`config.mk`:
```
export PLATFORM = sky130hd
export DESIGN_NAME = out_buf_wr_sched
export DESIGN_NICKNAME = d
export VERILOG_FILES = /design/src/rtl/out_buf_wr_sched_pkg.sv /design/src/rtl/rr_arbiter_n.sv /design/src/rtl/out_buf_wr_sched.sv
export SDC_FILE = /design/constraint.sdc
export NUM_CORES = 1
export LEC_CHECK = 0
export CAP_MARGIN = 20
export CORE_AREA = 3 3 514 516
export DETAILED_ROUTE_END_ITERATION = 12
export DIE_AREA = 0 0 517 519
export PLACE_DENSITY = 0.3
export SETUP_SLACK_MARGIN = 0.3
export SYNTH_ARGS = -nofsm -noshare
export SYNTH_HDL_FRONTEND = slang
export SYNTH_SLANG_ARGS = --single-unit
```
`constraint.sdc`:
```
create_clock -name clk -period 3.8 [get_ports clk]
set_input_delay 0.38 -clock clk [delete_from_list [all_inputs] [get_ports clk]]
set_output_delay 0.38 -clock clk [all_outputs]
set_load 0.01 [all_outputs]
```
`src/rtl/out_buf_wr_sched_pkg.sv`:
```
// Shared types and helpers for the output-buffer write scheduler.
package out_buf_wr_sched_pkg;

    // Scheduler FSM encoding
    typedef enum logic [1:0] {
        ST_IDLE      = 2'd0,
        ST_RUN       = 2'd1,
        ST_WAIT_DONE = 2'd2
    } state_t;

    // Width of a lane index; never below one bit so single-lane builds elaborate
    function automatic int idx_w(input int n);
        return (n > 1) ? $clog2(n) : 1;
    endfunction

endpackage

```
`src/rtl/rr_arbiter_n.sv`:
```
// Round-robin arbiter: rotating-priority search from a pointer that moves
// past the last winner whenever the caller confirms the grant was taken.
module rr_arbiter_n
    import out_buf_wr_sched_pkg::*;
#(
    parameter int N_REQ = 4,
    localparam int IDX_W = idx_w(N_REQ)
) (
    input  logic             clk,
    input  logic             rst_n,
    input  logic [N_REQ-1:0] req,
    input  logic             enable,
    input  logic             advance,
    output logic [N_REQ-1:0] gnt,
    output logic [IDX_W-1:0] idx
);

    logic [IDX_W-1:0] ptr;
    logic             found;
    int               j;

    // First requester at or after ptr, wrapping modulo N_REQ
    always_comb begin
        gnt   = '0;
        idx   = '0;
        found = 1'b0;
        j     = 0;
        for (int k = 0; k < N_REQ; k++) begin
            j = int'(ptr) + k;
            if (j >= N_REQ) j = j - N_REQ;
            if (enable && !found && req[IDX_W'(j)]) begin
                found             = 1'b1;
                gnt[IDX_W'(j)]    = 1'b1;
                idx               = IDX_W'(j);
            end
        end
    end

    // Pointer moves just past the lane that actually transferred; it is
    // never cleared between tiles or frames, only by reset
    always_ff @(posedge clk or negedge rst_n) begin
        if (!rst_n)
            ptr <= '0;
        else if (advance)
            ptr <= (idx == IDX_W'(N_REQ - 1)) ? '0 : idx + 1'b1;
    end

endmodule

```
`src/rtl/out_buf_wr_sched.sv`:
```
// Write-side scheduler for the output result buffer: shares the single
// write port between N_REQ lanes, groups beats into tiles and waits for
// the buffer's done pulse between tiles.
module out_buf_wr_sched
    import out_buf_wr_sched_pkg::*;
#(
    parameter int N_REQ      = 4,
    parameter int WIDTH      = 256,
    parameter int log2_DEPTH = 3,
    parameter int TILE_W     = 8
) (
    input  logic                    clk,
    input  logic                    rst_n,
    input  logic                    start,
    input  logic [log2_DEPTH-1:0]   cfg_dat_num,
    input  logic [TILE_W-1:0]       cfg_tile_num,
    input  logic [N_REQ-1:0]        req_vld,
    input  logic [N_REQ*WIDTH-1:0]  req_dat,
    output logic [N_REQ-1:0]        req_rdy,
    output logic                    buf_dat_vld,
    output logic [WIDTH-1:0]        buf_dat,
    output logic [log2_DEPTH-1:0]   buf_dat_num,
    input  logic                    buf_done,
    output logic                    busy,
    output logic                    tile_done,
    output logic                    all_done
);

    localparam int IDX_W = idx_w(N_REQ);

    state_t                state, state_nxt;
    logic [log2_DEPTH-1:0] beat_cnt, dat_num_q;
    logic [TILE_W-1:0]     tile_cnt, tile_num_q;
    logic [N_REQ-1:0]      gnt;
    logic [IDX_W-1:0]      gnt_idx;
    logic [WIDTH-1:0]      sel_dat;
    logic                  run, hs, last_beat, last_tile;
    logic                  tile_done_nxt, all_done_nxt;

    assign run       = (state == ST_RUN);
    assign last_beat = (beat_cnt == dat_num_q);
    assign last_tile = (tile_cnt == tile_num_q);

    rr_arbiter_n #(.N_REQ(N_REQ)) u_arb (
        .clk     (clk),
        .rst_n   (rst_n),
        .req     (req_vld),
        .enable  (run),
        .advance (hs),
        .gnt     (gnt),
        .idx     (gnt_idx)
    );

    // Grants only go to valid lanes, so any grant is a handshake
    assign req_rdy = gnt;
    assign hs      = |gnt;

    // Data of the granted lane
    always_comb begin
        sel_dat = '0;
        for (int i = 0; i < N_REQ; i++)
            if (gnt_idx == IDX_W'(i)) sel_dat = req_dat[i*WIDTH +: WIDTH];
    end

    // State register
    always_ff @(posedge clk or negedge rst_n) begin
        if (!rst_n) state <= ST_IDLE;
        else        state <= state_nxt;
    end

    // Next state and completion pulses; stray start/buf_done are ignored
    always_comb begin
        state_nxt     = state;
        tile_done_nxt = 1'b0;
        all_done_nxt  = 1'b0;
        case (state)
            ST_IDLE: begin
                if (start) state_nxt = ST_RUN;
            end
            ST_RUN: begin
                if (hs && last_beat) state_nxt = ST_WAIT_DONE;
            end
            ST_WAIT_DONE: begin
                if (buf_done) begin
                    tile_done_nxt = 1'b1;
                    if (last_tile) begin
                        all_done_nxt = 1'b1;
                        state_nxt    = ST_IDLE;
                    end else begin
                        state_nxt    = ST_RUN;
                    end
                end
            end
            default: state_nxt = ST_IDLE;
        endcase
    end

    // Config latches plus beat/tile counters
    always_ff @(posedge clk or negedge rst_n) begin
        if (!rst_n) begin
            dat_num_q  <= '0;
            tile_num_q <= '0;
            beat_cnt   <= '0;
            tile_cnt   <= '0;
        end else begin
            case (state)
                ST_IDLE: begin
                    if (start) begin
                        dat_num_q  <= cfg_dat_num;
                        tile_num_q <= cfg_tile_num;
                        beat_cnt   <= '0;
                        tile_cnt   <= '0;
                    end
                end
                ST_RUN: begin
                    // Last beat leaves beat_cnt parked; it is cleared when the tile is acknowledged
                    if (hs && !last_beat) beat_cnt <= beat_cnt + 1'b1;
                end
                ST_WAIT_DONE: begin
                    if (buf_done && !last_tile) begin
                        tile_cnt <= tile_cnt + 1'b1;
                        beat_cnt <= '0;
                    end
                end
                default: ;
            endcase
        end
    end

    // Registered completion pulses
    always_ff @(posedge clk or negedge rst_n) begin
        if (!rst_n) begin
            tile_done <= 1'b0;
            all_done  <= 1'b0;
        end else begin
            tile_done <= tile_done_nxt;
            all_done  <= all_done_nxt;
        end
    end

    // Write stage: one-cycle latency, data held while idle
    always_ff @(posedge clk or negedge rst_n) begin
        if (!rst_n) begin
            buf_dat_vld <= 1'b0;
            buf_dat     <= '0;
        end else begin
            buf_dat_vld <= hs;
            if (hs) buf_dat <= sel_dat;
        end
    end

    assign buf_dat_num = dat_num_q;
    // all_done keeps busy up through the final pulse cycle after the FSM is back in IDLE
    assign busy        = (state != ST_IDLE) | all_done;

endmodule
```
==> Word-level counts from Yosys, hierarchy flattened <==
Index checks and enable logic that the tools add are counted.
{ "op_classes": {"n_addsub": 10, "order_cmp": 12, "muxes": 57, "n_reduce_logical": 29, "eq_ne": 12, "bitwise": 4} }
{ "op_table": {"columns": ["op", "count"], "rows": [
  ["2-to-1 mux 256 bit", 4],
  ["2-to-1 mux 2 bit", 12],
  ["2-to-1 mux 1 bit", 21],
  ["less-than comparator 2 x 4 -> 1 bit, second input constant", 4],
  ["2-to-1 mux 4 bit", 4],
  ["2-to-1 mux 8 bit", 2],
  ["one-hot mux 8 bit (2 select lines)", 1],
  ["logical AND 1 bit", 14],
  ["bitwise OR 4 bit", 3],
  ["!= test 2 bit, second input constant", 5],
  ["greater-or-equal comparator 3 bit, second input constant", 3],
  ["2-to-1 mux 3 bit", 3],
  ["one-hot mux 3 bit (3 select lines)", 1],
  ["adder 8 x 1 -> 8 bit, second input constant", 1],
  ["binary-select mux 1 bit (select 2 bit)", 4],
  ["demux 1 bit (select 2 bit)", 4],
  ["== test 8 bit", 1],
  ["greater-or-equal comparator 2 x 1 -> 1 bit, second input constant", 4],
  ["subtractor 2 x 1 -> 2 bit, second input constant", 4],
  ["adder 2 x 2 -> 3 bit, second input constant", 2],
  ["== test 2 bit, second input constant", 3],
  ["one-hot mux 2 bit (3 select lines)", 1],
  ["AND reduction 3 bit", 2],
  ["logical NOT 1 bit", 5],
  ["13 further kinds", 16]
]} }
{ "totals": {"output_inout_bits": 267, "inputBits": 1043, "word_cells": 134, "reg_bits": 285} }

==> Logic depth before layout (Yosys ltp) <==
Gate-level depths: netlist (run 1).
{ "depth": {"depth_word": 24, "ltp_mapped": 18, "ltp_nobuf": 15} }

==> Hierarchy <==
From an unflattened synthesis (run 1), not the netlist that was laid out.
{ "hier_totals": {"cells_unflattened": 1638, "area_unflattened_um2": 17739.5} }
{ "by_module_without_submodules": {"columns": ["mod", "area_per_inst_um2", "instances", "cells_each", "seq_area_each_um2"], "rows": [
  ["out_buf_wr_sched", 17020.1, 1, 1555, 7081.8],
  ["rr_arbiter_n", 719.4, 1, 83, 50.0]
]} }

==> Worst setup path after synthesis (run 1) <==
Ideal clock, no wire load.
{ "synth_path": {"path_type": "register -> register", "startpoint": "register u_arb.ptr[0]", "endpoint": "register buf_dat[71]", "slack_ns": 0.071, "required_ns": 3.717, "setup_ns": 0.083, "stages_incl_launch_ff": 18, "arrival_time_ns": 3.646, "path_buffers": 7, "period_less_slack_ns": 3.729, "cell_sequence": "dfrtp_1 -> buf_2 -> mux4_2 -> buf_2 -> nand2b_1 -> a21oi_1 -> a2111oi_0 -> a21o_1 -> ha_1 -> clkbuf_1 -> clkbuf_1 -> clkbuf_1 -> clkbuf_1 -> buf_1 -> nand2_1 -> o21ai_0 -> mux2i_1 -> o21ai_0"} }
{ "synth_between": {"elab_chain_len": 24, "elab_cells_between_ends": 80, "cone_classes": "7 x add/sub; 12 x order compare; 3 x eq/ne; 39 x mux; 3 x bitwise; 16 x reduce/logical"} }
{ "synth_lines": {"columns": ["element", "line", "rtl"], "rows": [
  ["start: declaration", "rr_arbiter_n.sv:18", "logic [IDX_W-1:0] ptr;"],
  ["start signal: assignment", "rr_arbiter_n.sv:45", "ptr <= (idx == IDX_W'(N_REQ - 1)) ? '0 : idx + 1'b1;"],
  ["greater-or-equal comparator 2 x 3 -> 1 bit or subtractor 2 x 1 -> 2 bit (tied branches)", "rr_arbiter_n.sv:30", "if (j >= N_REQ) j = j - N_REQ;"],
  ["2-to-1 mux 2 bit", "rr_arbiter_n.sv:30", null],
  ["binary-select mux 1 bit (select 2 bit)", "rr_arbiter_n.sv:31", "if (enable && !found && req[IDX_W'(j)]) begin"],
  ["2-to-1 mux 1 bit (not written as such) (2 in a row)", "rr_arbiter_n.sv:31", null],
  ["logical AND 1 bit", "rr_arbiter_n.sv:31", null],
  ["2-to-1 mux 1 bit", "rr_arbiter_n.sv:31", null],
  ["logical NOT 1 bit", "rr_arbiter_n.sv:31", null],
  ["logical AND 1 bit (2 in a row)", "rr_arbiter_n.sv:31", null],
  ["2-to-1 mux 1 bit", "rr_arbiter_n.sv:31", null],
  ["logical NOT 1 bit", "rr_arbiter_n.sv:31", null],
  ["logical AND 1 bit (2 in a row)", "rr_arbiter_n.sv:31", null],
  ["2-to-1 mux 1 bit", "rr_arbiter_n.sv:31", null],
  ["logical NOT 1 bit", "rr_arbiter_n.sv:31", null],
  ["logical AND 1 bit (2 in a row)", "rr_arbiter_n.sv:31", null],
  ["2-to-1 mux 2 bit", "rr_arbiter_n.sv:31", null],
  ["logical NOT 2 bit", "out_buf_wr_sched.sv:62", "if (gnt_idx == IDX_W'(i)) sel_dat = req_dat[i*WIDTH +: WIDTH];"],
  ["2-to-1 mux 256 bit (4 in a row)", "out_buf_wr_sched.sv:62", null],
  ["end signal: assignment", "out_buf_wr_sched.sv:148", "if (hs) buf_dat <= sel_dat;"],
  ["end: declaration", "out_buf_wr_sched.sv:21", "output logic [WIDTH-1:0] buf_dat,"]
]} }
Parallel ways exist; a longest one is shown, timed or not. The select of a mux whose other input is x is not followed.
A chain may end at the register's enable or synchronous reset.

==> Worst setup path in the final report (run 1) <==
{ "layout_path": {"startpoint": "register u_arb.ptr[1]", "endpoint": "register buf_dat[180]"} }
Same word-level chain as after synthesis.

==> impl_results.md, run 1 <==
- Status: completed
- RSZ-0062 raised after global routing: true
- #FFs+latches synth: 285
- Asr flop ratio synth: 1.000
- Setup violations, final: 0
- Worst Setup SP: u_arb.ptr[1]
- Die Wd: 517 µm
- Synthesized Nets: 3779
- Crit-path max FO: 13
- Seq/Total Area, Yosys: 0.3644
- Worst Path Required: 4.33 ns
- DR vias/cell: 3.323
- Post-Route WL: 194.3 mm
- Period utilization: 0.8991
- Synth cell types: 45
- Min Hold Slack: 0.3294 ns
- Max incr delay on CP: 0.59 ns
- Max Slew Vio Count: 0
- Root buf cell: clkbuf_16
- Row count: 187
- IO Count: 1310
- RR Endpoint: buf_dat[180]
- Fmax: 0.2927 GHz
- Sum of negative setup slack: 0 ns
- Synthesized area per cell: 7.190 µm²
- Critical-path top delay cell: mux4_2
- Starting Density: 0.07535
- Number of synthesized flops with an enable pin: 0
- P&R area growth vs syn: 109.4%
- Count of clock tree sinks: 285
- IO Port Bufs: 1309
- Layout cell share with drive strength beyond 1: 0.1118
- CTS buffer count: 47
- Post-synth top cells: nand2_1, o21ai_0, dfrtp_1
- Ys Warns: 0
- Hold Crit Class: primary input to flop
- Critical Path Sink: buf_dat[180]
- Crit start category: flop
- Number of global-route vias before repair: 25750
- Metal3 WL: 22.93 mm
- Leak Pwr: 15.36 nW
- Post-DP HPWL: 165.5 mm
- Core area: 0.2597 mm²
- Share of the synthesized area in the top cell type: 0.3644
- GRT Total Usage: 0.1362
- CTS tree: done
- CP most frequent cell: buf_4
- First-pass GRT wire length: 246.2 mm
- Largest net degree at the start of global routing: 77
- Clock Path Buffers: 3
- Yosys top cell by area: dfrtp_1
- Final core utilization: 0.1578
- Total grt overflow: 0
- Mapped Cells: 2722
- Clk pin slew, worst setup/hold paths: 0.06 ns
- Ys flop type: dfrtp_1
- Worst-Skew Late Latency: 0.66 ns
- Largest cells by area after synthesis: dfrtp_1, nand2_1, mux2i_1
- Inst Count DP: 7448
- CP arrival: 3.95 ns
- Metal2 WL: 91.52 mm
- Power per Cell Area: 944.7 mW/mm²
- M1 WL: 75.54 mm
- Cell-by-cell trace of the critical path: mux4_2, buf_4, nand2_1, o211ai_1, o21ai_0, nand2_1, inv_2, ha_4, buf_4, buf_12, buf_6, buf_4, nor2_1, a21oi_1, o21ai_0, mux2i_1, o21ai_1
- Max cap viols: 0
- Uppermost routed layer: met5
- Crit. End Element: flop
- H-tree depth: 2
- Hold Violations, Final: 0
- GPL Wtd Cong: 0.8657
- Reg2Reg Depth: 17
- Max-slew headroom: 0.3986
- Max Clock Skew: 0.03068 ns
- Final Instance Count excl. Fillers: 7593
- Most common cell in the netlist: nand2_1
- Die area: 0.2683 mm²
- Post-detailed-route DRC marker count: 0
- VDD IR max: 0.3866 mV
- Reg2reg start: u_arb.ptr[1]
- Initial antenna violation count: 167
- Worst Max-Slew Pin Slew: 0.9021 ns
- WL/cell: 25.59 µm
- Via count: 25230
- Kind of critical path: flop to flop
- Routed Antenna Nets: 0
- DRT iter0 DRCs: 1272
- Final net count: 5189
- Drt first pass iters: 5
- R2r setup slk: 0.38 ns
- Synthesized area: 0.01957 mm²
- Min Tclk post-route: 3.416 ns
- DIE HEIGHT: 519 µm
worst max-delay path, delay by kind of cell (launching register included):
kind	cells	cell delay, ns
buffers and inverters	6	0.90
flip-flops	1	0.42
multiplexers	2	0.74
AO/OA/AOI/OAI	5	0.71
AND/OR/NAND/NOR	3	0.27
adder cells (fa/ha/maj)	1	0.19
what timing repair did:
action	in CTS	in global routing
resized for setup	78	146
endpoints found under the setup margin	200	207
buffers inserted	10	15
endpoints found under the hold margin	64	0
gates cloned	4	7
pin swaps	1	25
hold buffers	1	0
routing by layer:
layer  up-vias  global-route usage
met5         -                   0
met4       116             0.02216
met3       298             0.06908
met2      1158              0.2305
met1     11610              0.1543
li1      12050                   -
per-stage QoR:
| step | total power, mW | area, µm² | setup slack (ns) |
|---|---|---|---|
| 2_1_floorplan | 18.91 | 19600 | 0.3055 |
| 3_3_place_gp | 32.46 | 38340 | -0.6147 |
| 3_5_place_dp | 32.53 | 38340 | -0.4494 |
| 4_1_cts | 38.33 | 40260 | 0.2657 |
| 5_1_grt | 42.06 | 40930 | 0.2183 |
| 6_report | 38.71 | 40980 | 0.3836 |
worst min path at each step:
stage | startpoint | to | slack [ns] | cells past startpoint
detailed placement | buf_dat[249] | buf_dat[249] | 0.47 | 2
floorplan | rst_n | all_done | 0.08 | 0
global placement | buf_dat[220] | buf_dat[220] | 0.46 | 2
finish | cfg_tile_num[6] | tile_num_q[6] | 0.33 | 2
global route | cfg_tile_num[6] | tile_num_q[6] | 0.29 | 2
CTS | cfg_dat_num[1] | buf_dat_num[1] | 0.23 | 2
power by group:
group	internal [mW]	switching [mW]
Clock	2.65	1.87
Combinational	12.3	16.6
Sequential	4.50	0.781
state kept, by name (all words and copies together) (netlist names):
register and count:
tile_done 1, beat_cnt 3, u_arb.ptr 2, buf_dat 256
buf_dat_num 3, all_done 1, tile_num_q 8, tile_cnt 8
buf_dat_vld 1, state 2
cells in the final DEF, fill, tap and decap left out, types with 7 or more instances in the layout:
| cell type | Yosys | final |
|---|---|---|
| diode_2 | 0 | 24 |
| clkbuf_1 | 159 | 11 |
| o21ai_1 | 208 | 267 |
| a21oi_2 | 0 | 30 |
| clkbuf_8 | 0 | 12 |
| o21ai_2 | 0 | 18 |
| buf_12 | 0 | 43 |
| buf_16 | 0 | 7 |
| nor2_1 | 275 | 263 |
| clkdlybuf4s50_1 | 0 | 1304 |
| buf_6 | 0 | 17 |
| clkinv_2 | 0 | 8 |
| nand2_1 | 779 | 772 |
| nor2_2 | 0 | 9 |
| a21oi_1 | 266 | 233 |
| ha_1 | 14 | 9 |
| mux2i_1 | 255 | 253 |
| clkbuf_16 | 0 | 54 |
| buf_4 | 30 | 204 |
| xor2_1 | 12 | 12 |
| mux2_2 | 12 | 12 |
| dfrtp_1 | 285 | 284 |
| o21ai_0 | 313 | 236 |
final cells by class:
cell class | instances | area (µm²)
antenna | 24 | 60.06
clock buffer | 70 | 1383
clock inverter | 14 | 161.4
fill | 29520 | 218700
inverter | 8 | 30.03
multi-input combinational | 2197 | 11800
sequential | 285 | 7133
tap | 3402 | 4257
timing repair buffer | 1593 | 16160
cell families (layout without fill, tap and decap cells):
| logic type | count (synthesis) | count (layout) | share of synthesized area |
|---|---|---|---|
| compound gates | 808 | 808 | 0.2099 |
| xor+xnor | 17 | 17 | 0.007608 |
| fa+ha+maj | 14 | 14 | 0.008951 |
| buf+inv | 240 | 1685 | 0.05313 |
| flops | 285 | 285 | 0.3644 |
| mux | 272 | 272 | 0.1425 |
| other cells | 0 | 24 | 0 |
| simple gates | 1086 | 1086 | 0.2135 |
(Power assumes the default switching activity.)
==> run 2: changes to the inputs <==
--- a/config.mk
+++ b/config.mk
@@ -6,9 +6,9 @@
 export NUM_CORES = 1
 export LEC_CHECK = 0
 export CAP_MARGIN = 20
-export CORE_AREA = 3 3 514 516
+export CORE_AREA = 3 3 511 513
 export DETAILED_ROUTE_END_ITERATION = 12
-export DIE_AREA = 0 0 517 519
+export DIE_AREA = 0 0 514 516
 export PLACE_DENSITY = 0.3
 export SETUP_SLACK_MARGIN = 0.3
 export SYNTH_ARGS = -nofsm -noshare
==> constraint.sdc (replaced) <==
create_clock -name clk -period 4.1 [get_ports clk]
set_input_delay 0.41 -clock clk [delete_from_list [all_inputs] [get_ports clk]]
set_output_delay 0.41 -clock clk [all_outputs]
set_load 0.01 [all_outputs]
==> impl_results.md, run 2 (synthesis results as in run 1) <==
- Initial antenna violation count: 151 (-9.6%)
- CTS buffer count: 44 (-6.4%)
- Core area: 0.2567 mm² (-1.2%)
- R2r setup slk: 0.45 ns (+0.07 ns)
- Setup WS post-layout: 0.4246 ns (+0.04107 ns)
- Row count: 186 (-0.53%)
- Min Tclk post-route: 3.675 ns
- RR Endpoint: buf_dat[145]
- P&R area growth vs syn: 102.3%
- Top reg by flops: buf_dat
- Crit. End Element: primary output
- Reg2reg start: u_arb.ptr[1]
- Total grt overflow: 0 (unchanged)
- Post-detailed-route DRC marker count: 0 (unchanged)
- Commonest non-fill, non-tap cell in the layout: clkdlybuf4s50_1
- Flip-flop count of the largest register after layout: 256 (unchanged)
- Worst Path Required: 3.69 ns (-0.64 ns)
- CTS tree: done
- Status: completed
- Max-slew headroom: 0.4770 (+0.07842)
- Fmax: 0.2721 GHz
- Max Clock Skew: 0.03181 ns (+0.001135 ns)
- Routed Antenna Nets: 0 (unchanged)
- Final net count: 5126 (-1.2%)
- IO Count: 1310 (unchanged)
- Power per Cell Area: 839.5 mW/mm² (-11%)
- GPL Wtd Cong: 0.8781 (+1.4%)
- Design Power: 33.24 mW (-14%)
- Worst Max-Slew Pin Slew: 0.7844 ns (-0.1176 ns)
- H-tree depth: 2 (unchanged)
- Kind of critical path: flop to primary output
- Largest net degree at the start of global routing: 76 (-1.3%)
- Drt first pass iters: 5 (unchanged)
- Leak Pwr: 14.76 nW (-3.9%)
- Count of clock tree sinks: 285 (unchanged)
- Die Wd: 514 µm (-0.58%)
- DRT iter0 DRCs: 1337 (+5.1%)
- Die area: 0.2652 mm² (-1.2%)
- Via count: 25150 (-0.32%)
- DR vias/cell: 3.353 (+0.92%)
- Crit-path max FO: 8 (-5)
- First-pass GRT wire length: 245.4 mm (-0.31%)
- Root buf cell: clkbuf_16
- Setup violations, final: 0 (unchanged)
- WL/cell: 25.51 µm (-0.32%)
- Crit start category: flop
- Biggest regs: buf_dat: 256 flops, tile_cnt: 8 flops, tile_num_q: 8 flops
- Worst-Skew Late Latency: 0.64 ns (-0.02 ns)
- Sum of negative setup slack: 0 ns (unchanged)
- Layout cell share with drive strength beyond 1: 0.07904 (-0.03279)
- Worst Setup SP: u_arb.ptr[1]
- Max Slew Vio Count: 0 (unchanged)
- Hold Crit Class: primary input to asynchronous set/reset pin
- RSZ-0062 raised after global routing: true
- Inst Count DP: 7395 (-0.71%)
- Clock Path Buffers: 3 (unchanged)
- VDD IR max: 0.4538 mV (+17%)
- Pre-CTS WS: -0.07462 ns (+0.3748 ns)
- IO Port Bufs: 1309 (unchanged)
- Hold Violations, Final: 0 (unchanged)
- Post-Route WL: 191.3 mm (-1.5%)
- Final Instance Count excl. Fillers: 7500 (-1.2%)
- Fillers: 29390 (-0.43%)
- Number of global-route vias before repair: 26110 (+1.4%)
- Max cap viols: 0 (unchanged)
- GRT Total Usage: 0.1361 (about the same)
- Commonest non-fill, non-tap cells in the layout: clkdlybuf4s50_1, nand2_1, o21ai_0
- Reg2Reg Depth: 16 (-1)
- Post-DP HPWL: 164.6 mm (-0.56%)
- Period utilization: 0.8964
- Clk pin slew, worst setup/hold paths: 0.06 ns (about the same)
- Starting Density: 0.07624 (+0.0008859)
- CP arrival: 3.27 ns (-0.68 ns)
- DIE HEIGHT: 516 µm (-0.58%)
## run 2: cell count changes in the layout (fill, tap and decap cells not counted), sizes merged, moves of 3 or more
cell	change
clkinvlp	+3
diode	-7
clkdlybuf4s50	+3
clkbuf	-13
buf	-59
## run 2: worst max-delay path by stage
| stage | end | slack [ns] | cells past startpoint |
|---|---|---|---|
| 5_1_grt | buf_dat[69] | 0.23 | 17 |
| 3_3_place_gp | buf_dat[65] | -0.09 | 16 |
| 6_report | req_rdy[1] | 0.42 | 7 |
| 3_5_place_dp | buf_dat[65] | -0.07 | 16 |
| 2_1_floorplan | buf_dat[71] | 0.37 | 17 |
| 4_1_cts | req_rdy[1] | 0.32 | 7 |
## run 2: critical path, stage by stage, from the launching register on
cell and delay, ns:
dfrtp_2 0.41, inv_1 0.18, ha_2 0.38, mux4_2 0.36, or3_4 0.40, a21oi_1 0.13
a21o_1 0.20, clkdlybuf4s50_1 0.58
## run 2: per-stage QoR
step	cell area (µm²)	util	hold slack, ns
2_1_floorplan	19570	-	0.1144
3_3_place_gp	37930	0.1478	0.4653
3_5_place_dp	37930	0.1478	0.4724
4_1_cts	39420	0.1536	0.2817
5_1_grt	39580	0.1542	0.3283
6_report	39600	0.1543	0.3761
## run 2: repair_timing
item | in CTS | in global routing
buffers inserted | 5 | 3
hold buffers | 1 | 0
pin swaps | 0 | 0
hold endpoints to repair | 51 | 0
endpoints found under the setup margin | 27 | 107
gates cloned | 0 | 3
gates resized for setup | 7 | 17
## run 2: cell type report
class	count	area [µm²]	area share
antenna	17	42.54	0.001074
clock inverter	16	181.4	0.004582
timing repair buffer	1533	15260	0.3853
multi-input combinational	2197	11490	0.2903
clock buffer	60	1221	0.03084
inverter	8	30.03	0.0007584
tap	3384	4234	0.1069
sequential	285	7137	0.1802
## run 2: power by group
group	switching [mW]	internal, mW	leakage [nW]	total, mW
Clock	1.65	2.26	0.683	3.91
Combinational	14.5	9.87	10.4	24.4
Sequential	0.758	4.18	3.64	4.93
Total	16.9	16.3	14.8	33.2
## run 2: metal layers
metal / vias to the layer above / routed length [µm] / track usage
li1: 11910 / - / -
met1: 11650 / 78760 / 0.1627
met2: 1160 / 87360 / 0.2249
met3: 307 / 20080 / 0.06120
met4: 126 / 4292 / 0.02621
met5: - / 800 / 0
==> run 3: changes to the inputs <==
--- a/config.mk
+++ b/config.mk
@@ -9,6 +9,7 @@
 export CORE_AREA = 3 3 511 513
 export DETAILED_ROUTE_END_ITERATION = 12
 export DIE_AREA = 0 0 514 516
+export MAX_ROUTING_LAYER = met4
 export PLACE_DENSITY = 0.3
 export SETUP_SLACK_MARGIN = 0.3
 export SYNTH_ARGS = -nofsm -noshare
==> impl_results.md, run 3 (synthesis results as in run 1) <==
- Inst Count DP: 7397 (+0.027%)
- Number of global-route vias before repair: 25780 (-1.3%)
- Final Instance Count excl. Fillers: 7555 (+0.73%)
- Clock Path Buffers: 3 (unchanged)
- WL/cell: 25.09 µm (-1.6%)
- H-tree depth: 2 (unchanged)
- IO Count: 1310 (unchanged)
- Commonest non-fill, non-tap cells in the layout: clkdlybuf4s50_1, nand2_1, o21ai_0
- Clk pin slew, worst setup/hold paths: 0.06 ns (about the same)
- Drt first pass iters: 5 (unchanged)
- DRT iter0 DRCs: 1072 (-20%)
- Layout cell share with drive strength beyond 1: 0.07773 (-0.001312)
- Cell Area, Placed: 0.03802 mm² (+0.24%)
- Initial antenna violation count: 146 (-3.3%)
- P&R area growth vs syn: 103.2%
- DIE HEIGHT: 516 µm (unchanged)
- Setup WS post-layout: 0.4946 ns (+0.06999 ns)
- Post-detailed-route DRC marker count: 0 (unchanged)
- Row count: 186 (unchanged)
- Final net count: 5119 (-0.14%)
- CP arrival: 4.16 ns (+0.89 ns)
- Leak Pwr: 14.74 nW (-0.15%)
- Commonest non-fill, non-tap cell in the layout: clkdlybuf4s50_1
- Core area: 0.2567 mm² (unchanged)
- Storage cell area: 0.007137 mm² (unchanged)
- Kind of critical path: flop to flop
- Flip-flop count of the largest register after layout: 256 (unchanged)
- DR vias/cell: 3.272 (-2.4%)
- Max Slew Vio Count: 0 (unchanged)
- Max cap viols: 0 (unchanged)
- Top reg by flops: buf_dat
- Hold Violations, Final: 0 (unchanged)
- Power per Cell Area: 831.7 mW/mm² (-0.94%)
- Period utilization: 0.8794 (-0.01707)
- Fillers: 29190 (-0.68%)
- First-pass GRT wire length: 244.9 mm (-0.22%)
- Die area: 0.2652 mm² (unchanged)
- Final core utilization: 0.1549 (+0.0006330)
- Post-Route WL: 189.6 mm (-0.89%)
- Via count: 24720 (-1.7%)
- Pre-CTS WS: -0.07676 ns (-0.002141 ns)
- Total grt overflow: 0 (unchanged)
- Status: completed
- CTS buffer count: 44 (unchanged)
- Setup violations, final: 0 (unchanged)
- Crit. End Element: flop
- Die Wd: 514 µm (unchanged)
- CTS tree: done
- Multi-input logic area: 0.01150 mm² (about the same)
- Max-slew headroom: 0.4253 (-0.05178)
- IO Port Bufs: 1309 (unchanged)
- Root buf cell: clkbuf_16
- Crit-path max FO: 8 (unchanged)
- Worst-Skew Late Latency: 0.64 ns (about the same)
- Final instance area: 0.03976 mm² (+0.41%)
- Worst Max-Slew Pin Slew: 0.8621 ns (+0.07767 ns)
- Min Tclk post-route: 3.605 ns (-0.06999 ns)
- Routed Antenna Nets: 0 (unchanged)
- Largest net degree at the start of global routing: 90 (+18%)
- Count of clock tree sinks: 285 (unchanged)
- Post-DP HPWL: 164.7 mm (+0.10%)
- GPL Wtd Cong: 0.8826 (+0.51%)
- Hold Crit Class: primary input to asynchronous set/reset pin
- Starting Density: 0.07624 (unchanged)
- Biggest regs: buf_dat: 256 flops, tile_cnt: 8 flops, tile_num_q: 8 flops
- Max Clock Skew: 0.02357 ns (-0.008244 ns)
- Fmax: 0.2774 GHz (+1.9%)
- Crit start category: flop
- Worst Path Required: 4.65 ns (+0.96 ns)
- RSZ-0062 raised after global routing: false
- GRT Total Usage: 0.1403 (+0.004168)
- VDD IR max: 0.4424 mV (-2.5%)
[run 3: changes by cell type in the layout (fill, tap and decap cells not counted), moves of 3 or more]
cell	before	now
a21oi_2	3	0
clkdlybuf4s50_1	1307	1304
buf_4	188	178
diode_2	17	80
a21oi_1	263	266
clkinv_2	7	3
o21ai_1	216	212
dlygate4sd2_1	0	4
o21ai_0	305	309
clkinv_4	0	3
buf_16	3	0
buf_12	28	37
[run 3: final cells by class]
type | count | area share
Multi-Input combinational cell | 2197 | 0.2893
Antenna cell | 80 | 0.005035
Timing Repair Buffer | 1526 | 0.3823
Clock inverter | 14 | 0.004878
Sequential cell | 285 | 0.1795
Inverter | 8 | 0.0008497
Clock buffer | 61 | 0.03160
Tap cell | 3384 | 0.1065
[run 3: power by group]
part	leakage [nW]	switching, mW	internal [mW]	total [mW]
combinational	10.4	14.3	9.78	24.1
clock	0.706	1.65	2.38	4.02
sequential	3.64	0.750	4.18	4.93
total	14.7	16.7	16.3	33.1
[run 3: timing repair]
item                                    in CTS  in global routing
gates cloned                                 0                  0
buffers inserted                             1                  1
hold buffers                                 1                  0
pin swaps                                    0                  0
endpoints found under the setup margin       9                 44
resized for setup                           12                 10
endpoints found under the hold margin       55                  0
[run 3: final timing paths]
kind,end,slack (ns),depth (start not counted),from
worst min-delay path,buf_dat[144],0.40,2,rst_n
worst min register to register,buf_dat[74],0.48,2,buf_dat[74]
max in group asynchronous,tile_cnt[1],2.63,3,rst_n
worst max register to register,buf_dat[60],0.49,15,u_arb.ptr[1]
worst max-delay path,buf_dat[60],0.49,15,u_arb.ptr[1]
min in group clk,tile_num_q[3],0.41,2,cfg_tile_num[3]
[run 3: critical path, cell delays in order, from the launching register on]
cell	delay, ns
dfrtp_2	0.40
mux4_2	0.59
o21ai_0	0.24
a2111oi_2	0.10
a21o_1	0.20
inv_1	0.16
ha_4	0.26
buf_12	0.17
buf_4	0.17
nand2_1	0.07
nor2_1	0.10
a21oi_1	0.05
o21ai_0	0.63
buf_4	0.22
mux2i_1	0.06
o21ai_1	0.11
[run 3: metal layers]
| layer | vias to the layer above | GRT usage | wire, µm |
|---|---|---|---|
| li1 | 12010 | - | - |
| met1 | 11470 | 0.1622 | 79930 |
| met2 | 1073 | 0.2268 | 87380 |
| met3 | 165 | 0.06115 | 18780 |
| met4 | 0 | 0.02470 | 3497 |
| met5 | - | - | 0 |
[run 3: through the flow]
stage	power, mW	setup TNS, ns	hold WS [ns]
3_3_place_gp	29.56	-0.4404	0.4639
4_1_cts	33.96	0	0.2980
2_1_floorplan	17.49	0	0.1144
3_5_place_dp	29.63	-0.2341	0.4712
6_report	33.07	0	0.4013
5_1_grt	36.17	0	0.3436
